===== src/rtl/stopwatch_time_counter.sv =====
// MM:SS BCD stopwatch core. The divided tick/adjust square waves are synchronized and
// edge-detected in the clk domain, then drive a pausable, clearable, per-field-adjustable counter.
module stopwatch_time_counter #(
  parameter int SYNC_STAGES = 2,
  parameter int SEC_LIMIT   = 59,
  parameter int MIN_LIMIT   = 59
) (
  input  logic       clk,
  input  logic       rst,
  input  logic       tick_clk,
  input  logic       adj_clk,
  input  logic       pause,
  input  logic       clr,
  input  logic       adj,
  input  logic       sel,
  output logic [3:0] min_tens,
  output logic [3:0] min_ones,
  output logic [3:0] sec_tens,
  output logic [3:0] sec_ones,
  output logic       rollover,
  output logic       running
);

  localparam int ARM_MAX = SYNC_STAGES + 1;
  localparam int ARM_W   = $clog2(ARM_MAX + 1);
  localparam logic [7:0] SEC_LIM_BCD = {4'(SEC_LIMIT / 10), 4'(SEC_LIMIT % 10)};
  localparam logic [7:0] MIN_LIM_BCD = {4'(MIN_LIMIT / 10), 4'(MIN_LIMIT % 10)};

  logic [SYNC_STAGES-1:0] r_tick_sync, r_adj_sync;
  logic                   r_tick_prev, r_adj_prev;
  logic [ARM_W-1:0]       r_arm_cnt;
  logic [7:0]             r_sec, r_min;
  logic                   r_rollover, r_running;

  logic       w_armed, w_tick_lvl, w_adj_lvl, w_rise_tick, w_rise_adj;
  logic       w_sec_at_lim, w_min_at_lim;
  logic [7:0] w_sec_next, w_min_next;

  // Two-digit BCD increment that wraps to 00 once the limit is reached.
  function automatic logic [7:0] bcd_inc(input logic [7:0] v, input logic [7:0] lim);
    if (v == lim)           return 8'h00;
    else if (v[3:0] == 4'd9) return {v[7:4] + 4'd1, 4'd0};
    else                    return {v[7:4], v[3:0] + 4'd1};
  endfunction

  assign w_armed      = (r_arm_cnt == ARM_W'(ARM_MAX));
  assign w_tick_lvl   = r_tick_sync[SYNC_STAGES-1];
  assign w_adj_lvl    = r_adj_sync[SYNC_STAGES-1];
  assign w_rise_tick  = w_tick_lvl & ~r_tick_prev & w_armed;
  assign w_rise_adj   = w_adj_lvl & ~r_adj_prev & w_armed;
  assign w_sec_at_lim = (r_sec == SEC_LIM_BCD);
  assign w_min_at_lim = (r_min == MIN_LIM_BCD);
  assign w_sec_next   = bcd_inc(r_sec, SEC_LIM_BCD);
  assign w_min_next   = bcd_inc(r_min, MIN_LIM_BCD);

  // Edge history keeps tracking the level while masked, so a level already high
  // when arming completes is never seen as a rising edge.
  always_ff @(posedge clk or posedge rst) begin
    if (rst) begin
      r_tick_sync <= '0;
      r_adj_sync  <= '0;
      r_tick_prev <= 1'b0;
      r_adj_prev  <= 1'b0;
      r_arm_cnt   <= '0;
    end else begin
      // NOTE: non-blocking assignments let the shift chain read old stage values.
      r_tick_sync <= {r_tick_sync[SYNC_STAGES-2:0], tick_clk};
      r_adj_sync  <= {r_adj_sync[SYNC_STAGES-2:0], adj_clk};
      r_tick_prev <= w_tick_lvl;
      r_adj_prev  <= w_adj_lvl;
      if (!w_armed) r_arm_cnt <= r_arm_cnt + ARM_W'(1);
    end
  end

  // clr beats pause beats the mode action; edges seen while paused are simply dropped.
  always_ff @(posedge clk or posedge rst) begin
    if (rst) begin
      r_sec      <= 8'h00;
      r_min      <= 8'h00;
      r_rollover <= 1'b0;
      r_running  <= 1'b0;
    end else begin
      r_rollover <= 1'b0;
      r_running  <= ~pause & ~adj;
      if (clr) begin
        r_sec <= 8'h00;
        r_min <= 8'h00;
      end else if (!pause) begin
        if (!adj && w_rise_tick) begin
          r_sec <= w_sec_next;
          if (w_sec_at_lim) begin
            r_min <= w_min_next;
            if (w_min_at_lim) r_rollover <= 1'b1;
          end
        end else if (adj && w_rise_adj) begin
          if (sel) r_min <= w_min_next;
          else     r_sec <= w_sec_next;
        end
      end
    end
  end

  assign min_tens = r_min[7:4];
  assign min_ones = r_min[3:0];
  assign sec_tens = r_sec[7:4];
  assign sec_ones = r_sec[3:0];
  assign rollover = r_rollover;
  assign running  = r_running;

endmodule


===== config.mk =====
export PLATFORM = sky130hd
export DESIGN_NAME = stopwatch_time_counter
export DESIGN_NICKNAME = d
export VERILOG_FILES = /design/src/rtl/stopwatch_time_counter.sv
export SDC_FILE = /design/constraint.sdc
export NUM_CORES = 1
export LEC_CHECK = 0
export CAP_MARGIN = 15
export CORE_ASPECT_RATIO = 0.6
export CORE_MARGIN = 8
export CORE_UTILIZATION = 55
export DETAILED_ROUTE_END_ITERATION = 8
export PLACE_DENSITY = 0.83
export SYNTH_ARGS = -nofsm -noshare
export SYNTH_HDL_FRONTEND = slang
export SYNTH_SLANG_ARGS = --single-unit

===== constraint.sdc =====
create_clock -name clk -period 5.17 [get_ports clk]
set_clock_uncertainty 0.15 [all_clocks]
set_input_delay 1.034 -clock clk [delete_from_list [all_inputs] [get_ports clk]]
set_output_delay 1.034 -clock clk [all_outputs]
set_load 0.005 [all_outputs]

==> out/results.tsv <==
metric	value	unit
first_pass_iters	4	
cts.clk_slew.worst_paths	0.09	ns
die_h	55.7	microns
final_design_area_no_fill	1770	sq um
synthArstFlopShare	100	%
synth_nets	161	
hold_violations	0	
crit_type	primary input to register	
final_max_slew_viol_count	0	
arrival	2.76	ns
syn_inst	144	
setup_slack	2.42	ns
startpoint_type	primary input	
hold_class	register to register	
power_density	213	nW/um^2
grt_max_degree	27	
grt_remaining_overflow	0	
worst_pin_slew	0.973	ns
fmax	0.364	GHz
final_nets	187	
gp_congestion	0.918	
placed_cell_area	1720	sq um
p_leak	0.000750	uW
use_met3	6.13	%
cts.sinks	26	
grt_pass1_wl	6030	microns
via_per_inst	6.16	
cp_max_fo	11	
grt_util_met2	24.7	%
syn_avg_cell_area	10.0	sq um
h-tree-depth	1	
ys_seq_area_share	45.1	%
ant_nets	0	
rsz0062_at_grt	no	
wirelength	3430	microns
cts_tree	done	
setup_tns	0	ns
synth_area	1440	sq um
grt_pass1_vias	1233	
hpwl	2610	microns
area_growth	22.9	%
drive_gt1_share	7.10	%
cts_setup_buffers	0	
cts_resized	0	
ys.warnings.count	0	
clockBufferDepth	2	
r2r_start	r_sec[1]$_DFFE_PP0P_	
vdd_drop_max	0.000131	V
rows	14	
hp-start	r_adj_sync[0]$_DFF_PP0_	
cts_root_buffer	clkbuf_8	
finalCriticalPeriod	2.75	ns
routedWlPerCell	17.1	microns
core-area	2500	sq um
synthDistinctLibCells	37	
diodes	0	
end_kind	register	
stdcell_count	201	
nFillCells	176	
dieArea	4570	sq um
dieWidth	82.1	microns
ys_ff_latch	26	
status	finished, final reports clean	
io_buffers	25	
clk_latency	0.27	ns
drc	0	
hold_buffers	0	
antenna_found_initial	0	
crit_start	pause	
cts_buffers	3	
dr_total_vias	1238	
track_usage	16.6	%
post-place-ws	2.16	ns
cp.required	5.18	ns
ios	26	
met1_usage	22.2	%
finalSetupViolCount	0	
finalPower	377	uW
initial_utilization	57.5	%
ys.flop_type	dfrtp_1	
placed_cells	197	
grt_most_used_layer	met2	
drtIter0Drc	103	
cap_violations	0	
slew_headroom	35.1	%
period_share	53.1	%
synth-edff-count	0	
## synth_stat cells, types with 5 or more instances
cell type,n,area share (%)
dfrtp_1,26,45
ha_1,9,7.8
or3_1,5,2.2
nand4_1,5,2.2
nand2_1,12,3.1
nand3_1,7,2.4
mux2i_1,5,3.5
inv_1,9,2.3
nor2_1,10,2.6
a21oi_1,6,2.1
nor3_1,7,2.4
## logic make-up (layout without fill, tap and decap cells)
logic type / count (synthesis) / count (layout) / synth area share [%]
AOI/OAI and AO/OA: 22 / 22 / 10.8
xor gates and xnor gates: 1 / 1 / 0.608
adders and majority gates: 9 / 9 / 7.81
buffers and inverters: 13 / 38 / 3.38
DFF: 26 / 26 / 45.1
muxes: 9 / 9 / 6.60
and+or+nand+nor: 64 / 64 / 25.7
## routing by layer
metal / routed length (microns) / vias to the layer above
li1: - / 584
met1: 1580 / 610
met2: 1590 / 39
met3: 233 / 5
met4: 35 / 0
met5: 0 / -
## sequential cells by signal (all words and copies together) (netlist names)
| signal | cells |
|---|---|
| r_min | 8 |
| r_sec | 8 |
| r_adj_sync | 2 |
| r_arm_cnt | 2 |
| r_tick_sync | 2 |
| r_adj_prev | 1 |
| r_tick_prev | 1 |
| rollover | 1 |
| running | 1 |
## power breakdown
group	leakage, uW	internal (uW)	switching (uW)	total (uW)
logic	0.000387	14.4	17.6	32.0
clock network	0.0000288	68.2	65.2	133
registers	0.000334	208	4.09	212
total	0.000750	290	86.9	377
## per-stage QoR
stage / hold slack [ns] / utilization, %
floorplan: 0.181 / -
global placement: 0.183 / 68.5
detailed placement: 0.191 / 68.5
CTS: 0.212 / 70.7
global route: 0.225 / 70.7
finish: 0.213 / 70.7
## critical path: stages
cell	delay, ns
clkdlybuf4s50_1	0.58
and4bb_2	0.41
nand4_1	0.19
nand3_1	0.19
mux2_2	0.35
## path summary, 6_finish.rpt
path | slack [ns] | cells past startpoint | to
max | 2.42 | 5 | r_min[4]$_DFFE_PP0P_
min in group asynchronous | 1.13 | 2 | r_tick_prev$_DFF_PP0_
max reg2reg | 3.09 | 6 | r_min[4]$_DFFE_PP0P_
max in group asynchronous | 3.15 | 2 | r_min[7]$_DFFE_PP0P_
min reg2reg | 0.21 | 0 | r_adj_sync[1]$_DFF_PP0_
min | 0.21 | 0 | r_adj_sync[1]$_DFF_PP0_
## final cells by class
type / count / area, sq um / area share (%)
multi-input combinational: 105 / 742 / 41.9
sequential: 26 / 651 / 36.7
timing repair buffer: 25 / 250 / 14.1
clock buffer: 4 / 55.1 / 3.11
tap: 32 / 40.0 / 2.26
inverter: 9 / 33.8 / 1.91
## cells in the final DEF, fill, tap and decap left out, drive strengths merged, types with 7 or more instances in the layout
master,instances
nand3,7
clkdlybuf4s50,25
ha,9
dfrtp,26
inv,9
nor3,7
nor2,10
nand2,12
a21oi,7
Power figures use the tool's default switching activity.
